<file path="src/rtl/pet_feeder_ctrl_pkg.sv">
// rtl/pet_feeder_ctrl_pkg.sv - shared option codes, FSM encoding and defaults for the pet feeder
package pet_feeder_ctrl_pkg;

  localparam logic [2:0] OPT_IDLE      = 3'd0;
  localparam logic [2:0] OPT_POUR_FOOD = 3'd1;
  localparam logic [2:0] OPT_STOP_FOOD = 3'd2;
  localparam logic [2:0] OPT_INTERVAL  = 3'd3;
  localparam logic [2:0] OPT_RESET     = 3'd4;

  localparam int DEFAULT_POUR_TICKS = 10;
  localparam logic [3:0] DIGIT_MAX  = 4'd9;

  typedef enum logic [1:0] {
    ST_IDLE     = 2'd0,
    ST_POUR     = 2'd1,
    ST_PERIODIC = 2'd2
  } feeder_state_t;

endpackage

</file>
<file path="src/rtl/pet_feeder_ctrl_digit_accumulator.sv">
// rtl/pet_feeder_ctrl_digit_accumulator.sv - decimal keypad accumulator with edge-detected strobe
module digit_accumulator
  import pet_feeder_ctrl_pkg::*;
#(
  parameter int INTERVAL_W = 16
) (
  input  logic                  clock,
  input  logic                  reset,
  input  logic [3:0]            keyboard_digit,
  input  logic                  digit_enable,
  input  logic                  clear,
  output logic [INTERVAL_W-1:0] sum
);

  // Four extra bits hold sum*10+9 without overflow before saturating.
  localparam int EXT_W = INTERVAL_W + 4;
  localparam logic [EXT_W-1:0] SAT_VALUE = {4'b0000, {INTERVAL_W{1'b1}}};

  logic             digit_enable_q;
  logic             digit_event;
  logic [EXT_W-1:0] sum_ext;
  logic [EXT_W-1:0] next_ext;

  assign digit_event = digit_enable & ~digit_enable_q;

  always_comb begin
    sum_ext  = {4'b0000, sum};
    next_ext = (sum_ext << 3) + (sum_ext << 1) + EXT_W'(keyboard_digit);
  end

  always_ff @(posedge clock or negedge reset) begin
    if (!reset) begin
      digit_enable_q <= 1'b0;
      sum            <= '0;
    end else begin
      digit_enable_q <= digit_enable;
      if (clear) begin
        sum <= '0;
      end else if (digit_event && (keyboard_digit <= DIGIT_MAX)) begin
        if (next_ext > SAT_VALUE) begin
          sum <= {INTERVAL_W{1'b1}};
        end else begin
          sum <= next_ext[INTERVAL_W-1:0];
        end
      end
    end
  end

endmodule

</file>
<file path="src/rtl/pet_feeder_ctrl.sv">
// rtl/pet_feeder_ctrl.sv - option FSM, pour and interval timers, and food valve gating
module pet_feeder_ctrl
  import pet_feeder_ctrl_pkg::*;
#(
  parameter int POUR_TICKS = DEFAULT_POUR_TICKS,
  parameter int INTERVAL_W = 16,
  parameter int COUNT_W    = 21
) (
  input  logic       clock,
  input  logic       reset,
  input  logic [2:0] keyboard_option,
  input  logic       option_enable,
  input  logic [3:0] keyboard_digit,
  input  logic       digit_enable,
  input  logic       empty_tank_sensor,
  input  logic       full_bowl_sensor,
  output logic       food_switch
);

  localparam logic [3:0]         POUR_LIMIT   = 4'(POUR_TICKS);
  localparam logic [COUNT_W-1:0] PERIOD_LIMIT = COUNT_W'(POUR_TICKS);

  feeder_state_t           state;
  logic                    option_enable_q;
  logic                    option_event;
  logic                    clear_sum;
  logic                    blocked;
  logic [3:0]              pour_count;
  logic [COUNT_W-1:0]      int_count;
  logic [INTERVAL_W-1:0]   sum;
  logic [INTERVAL_W-1:0]   interval;
  logic [COUNT_W-1:0]      interval_ext;
  logic                    pour_active;
  logic                    period_active;

  assign option_event = option_enable & ~option_enable_q;
  assign clear_sum    = option_event && (keyboard_option == OPT_RESET);
  assign blocked      = full_bowl_sensor | empty_tank_sensor;

  digit_accumulator #(
    .INTERVAL_W (INTERVAL_W)
  ) u_acc (
    .clock          (clock),
    .reset          (reset),
    .keyboard_digit (keyboard_digit),
    .digit_enable   (digit_enable),
    .clear          (clear_sum),
    .sum            (sum)
  );

  assign interval     = sum;
  assign interval_ext = COUNT_W'(interval);

  assign pour_active   = (pour_count < POUR_LIMIT);
  assign period_active = (interval != '0) && (int_count < PERIOD_LIMIT);

  always_ff @(posedge clock or negedge reset) begin
    if (!reset) begin
      state           <= ST_IDLE;
      option_enable_q <= 1'b0;
      pour_count      <= '0;
      int_count       <= '0;
    end else begin
      option_enable_q <= option_enable;
      if (option_event && (keyboard_option == OPT_POUR_FOOD)) begin
        state      <= ST_POUR;
        pour_count <= '0;
      end else if (option_event && (keyboard_option == OPT_INTERVAL)) begin
        state     <= ST_PERIODIC;
        int_count <= '0;
      end else if (option_event && ((keyboard_option == OPT_STOP_FOOD) ||
                                    (keyboard_option == OPT_RESET))) begin
        state      <= ST_IDLE;
        pour_count <= '0;
        int_count  <= '0;
      end else begin
        case (state)
          ST_POUR: begin
            // A blocked pour freezes the burst so it resumes once sensors clear.
            if (pour_active && !blocked) begin
              pour_count <= pour_count + 4'd1;
            end
          end
          ST_PERIODIC: begin
            // >= also catches a count left beyond a freshly shortened interval.
            if ((interval == '0) || (int_count >= interval_ext - COUNT_W'(1))) begin
              int_count <= '0;
            end else begin
              int_count <= int_count + COUNT_W'(1);
            end
          end
          default: ;
        endcase
      end
    end
  end

  assign food_switch = ~full_bowl_sensor & ~empty_tank_sensor &
                       (((state == ST_POUR) & pour_active) |
                        ((state == ST_PERIODIC) & period_active));

endmodule

</file>
<file path="config.mk">
export PLATFORM = sky130hd
export DESIGN_NAME = pet_feeder_ctrl
export DESIGN_NICKNAME = d
export VERILOG_FILES = /design/src/rtl/pet_feeder_ctrl_pkg.sv /design/src/rtl/pet_feeder_ctrl_digit_accumulator.sv /design/src/rtl/pet_feeder_ctrl.sv
export SDC_FILE = /design/constraint.sdc
export NUM_CORES = 1
export LEC_CHECK = 0
export ABC_AREA = 1
export BUFFER_PORTS_ARGS = -buffer_cell sky130_fd_sc_hd__buf_2
export CAP_MARGIN = 20
export CORE_ASPECT_RATIO = 1.1
export CORE_MARGIN = 2
export CORE_UTILIZATION = 55
export CTS_CLUSTER_SIZE = 10
export DETAILED_ROUTE_END_ITERATION = 8
export PLACE_DENSITY_LB_ADDON = 0.25
export SYNTH_ARGS = -nofsm -noshare
export SYNTH_HDL_FRONTEND = slang
export SYNTH_SLANG_ARGS = --single-unit
</file>
<file path="constraint.sdc">
create_clock -name clock -period 3.28 [get_ports clock]
set_clock_uncertainty 0.1 [all_clocks]
set_input_delay 0.164 -clock clock [delete_from_list [all_inputs] [get_ports clock]]
set_output_delay 0.164 -clock clock [all_outputs]
set_load 0.01 [all_outputs]
</file>
==> impl_metrics.json <==
{
  "numCtsBuffers": 5,
  "criticalPathCategory": "flop to flop",
  "first_global_vias": 4208,
  "fp-row-count": 35,
  "fp.coreArea_um2": 8230,
  "routed_wl_um": 10100,
  "yosys-top-cells-area": "dfrtp_1 24%, nand2_1 16%, ha_1 15%, inv_1 6.2%, nor2_1 5.8%",
  "hold_viol": 0,
  "synth_fp_nets": 728,
  "post-route-period-util_pct": 91.8,
  "numPortBuffers": 13,
  "max_slew.worst_pin.slew_ns": 0.532,
  "synth.top_cell.area_share_pct": 24.5,
  "wire_per_inst_um": 12.8,
  "synth_area_per_cell_um2": 7.00,
  "synth_cells": 657,
  "boundaryPins": 14,
  "overflow": 0,
  "yosysMostFrequentCell": "nand2_1",
  "gp_congestion": 0.945,
  "fin_nets": 748,
  "relSlewSlack_pct": 64.5,
  "async_reset_ff_share_pct": 100,
  "die-area_um2": 9110,
  "synth-edff-count": 0,
  "hold_class": "primary input to flop",
  "area_growth_pct": 7.34,
  "diodes": 0,
  "path_max_fanout": 16,
  "max_freq_ghz": 0.332,
  "grt_pass1_wl_um": 18100,
  "cts_setup_buffers": 0,
  "antenna_found_initial": 0,
  "powerDensity_nw_per_um2": 1090,
  "crit_path_top_delay_cell": "dfrtp_1",
  "cts_tree": "yes",
  "drive_gt1_share_pct": 12.2,
  "ys.warnings.count": 0,
  "dp_cells": 776,
  "setup_viol": 0,
  "final_cells": 789,
  "fp.dieH_um": 99.9,
  "cap_violations": 0,
  "use_met3_pct": 2.48,
  "first_pass_iters": 5,
  "route.detailed.drc": 0,
  "met1_usage_pct": 29.0,
  "vdd_ir_drop_max_v": 0.00114,
  "initial_core_util_pct": 55.9,
  "grt.total_usage_pct": 23.7,
  "synth_area_um2": 4600,
  "clk_path_buf_depth": 2,
  "cts.sinks": 45,
  "clk_pin_slew_ns": 0.09,
  "synthFlopType": "dfrtp_1",
  "htree_num_levels": 2,
  "startpoint_type": "flop",
  "grt_max_degree": 46,
  "synthTopCellsByCount": "191 x nand2_1, 76 x inv_1, 71 x nor2_1",
  "top_usage_layer": "met2",
  "cp_slowest_stage_delay_ns": 0.44,
  "cp-end-kind": "flop",
  "status": "finished clean",
  "use_met2_pct": 43.9,
  "critPathRequiredTime_ns": 3.42,
  "fin_crit_ns": 3.01,
  "timing.setup.tns_ns": 0,
  "slew_violations": 0,
  "clk_latency_ns": 0.30,
  "synth.largest_area_cell": "dfrtp_1",
  "drtIter0Drc": 107,
  "ant_nets": 0,
  "die-width_um": 91.2,
  "cts_root_buf": "clkbuf_8",
  "dp_hpwl_um": 8090,
  "ys_ff_latch": 45,
  "n_fill_cell": 791,
  "critPathTopFamily": "simple AND/OR/NAND/NOR gates",
  "yosysSeqAreaShare_pct": 24.5,
  "synth_cell_types": 39,
  "p_leak_nw": 2.56,
  "avgViaCountPerCell": 5.30,
  "grt_setup_unrepaired": "no",
  "vias": 4180,
  "path_buf_inv": 4,
  "cp_data_arrival_time_ns": 3.15,
  "path_cells": "inv_1 -> ha_1 -> inv_1 -> nor2_1 -> inv_1 -> nor2_2 -> nand4_1 -> xor2_1 -> ha_1 -> a21oi_1 -> o21ai_0 -> nand2_1 -> nand2_1 -> nor3_4 -> nand3_1 -> nand2_1 -> inv_4 -> nor2_1"
}
-- cells in the final DEF (no fill, tap or decap), drive strengths merged, types with 3 or more instances in the layout --
cell type,netlist,final
ha,56,56
nand4,13,13
dfrtp,45,45
xnor2,16,16
nand3,46,46
xor2,17,17
nor3,17,17
nor4,4,4
nand2,207,207
dlygate4sd3,0,3
nand3b,5,5
nor2,77,77
inv,85,85
o21ai,19,19
clkbuf,1,6
a21oi,31,31
buf,6,17
-- sequential cells by signal, indices dropped and copies added (netlist names) --
register / count
u_acc.digit_enable_q: 1
u_acc.sum: 16
pour_count: 4
int_count: 21
state: 2
option_enable_q: 1
-- cells by family after synthesis --
group / Yosys count / synth area share [%]
and+or+nand+nor: 373 / 37.9
buffers and inverters: 92 / 8.57
adders and majority gates: 58 / 16.1
AOI/OAI and AO/OA: 56 / 6.64
DFF: 45 / 24.5
xor gates and xnor gates: 33 / 6.28
-- report_power, final --
part	internal (mW)	switching (mW)
clock	0.248	0.203
combinational	1.45	2.56
sequential	0.709	0.244
total	2.40	3.00
-- layer usage --
| layer | vias up | part of all wire, % |
|---|---|---|
| met4 | 0 | 2.4 |
| li1 | 2160 | - |
| met5 | - | 0 |
| met3 | 23 | 3.1 |
| met2 | 77 | 50 |
| met1 | 1920 | 45 |
-- layout make-up --
| type | count | area [um^2] | share of cell area (%) |
|---|---|---|---|
| clock buffers | 6 | 82.6 | 1.67 |
| clock inverters | 2 | 37.5 | 0.760 |
| inverters | 85 | 322 | 6.51 |
| multi-input cells | 520 | 3090 | 62.5 |
| flip-flops and latches | 45 | 1130 | 22.8 |
| well taps | 111 | 139 | 2.81 |
| repair buffers | 20 | 145 | 2.94 |
-- final timing paths --
| path | slack [ns] | start | end | cells after the start |
|---|---|---|---|---|
| max | 0.27 | u_acc.sum[0] | int_count[9] | 18 |
| min | 0.1 | keyboard_option[1] | state[1] | 3 |
| max reg2reg | 0.27 | u_acc.sum[0] | int_count[9] | 18 |
| min reg2reg | 0.43 | pour_count[0] | pour_count[0] | 1 |
| max in group asynchronous | 2.32 | reset | int_count[9] | 3 |
| min in group asynchronous | 0.26 | reset | pour_count[3] | 2 |
-- worst reg2reg max path: stages (launching register included) --
cell and delay (ns):
dfrtp_1 0.44, inv_1 0.12, ha_1 0.19, inv_1 0.06, nor2_1 0.17, inv_1 0.09
nor2_2 0.19, nand4_1 0.13, xor2_1 0.16, ha_1 0.29, a21oi_1 0.13, o21ai_0 0.08
nand2_1 0.06, nand2_1 0.07, nor3_4 0.15, nand3_1 0.15, nand2_1 0.13, inv_4 0.09
nor2_1 0.11
-- through the flow --
stage,utilization [%],instance area [um^2],hold slack (ns),setup slack [ns],power (mW)
finish,60.0,4940,0.0956,0.270,5.41
global route,60.0,4940,0.130,0.00255,6.02
CTS,59.5,4890,0.0619,0.177,5.40
detailed placement,57.6,4740,0.189,0.201,4.93
global placement,57.6,4740,0.187,0.292,4.82
floorplan,-,4600,-0.232,0.496,4.34
-- repair_timing --
item	CTS	global route
hold buffers	3	0
hold endpoints to repair	47	0
gates resized for setup	0	4
endpoints found under the setup margin	0	16
No activity file was read; power rests on OpenSTA's default activity.
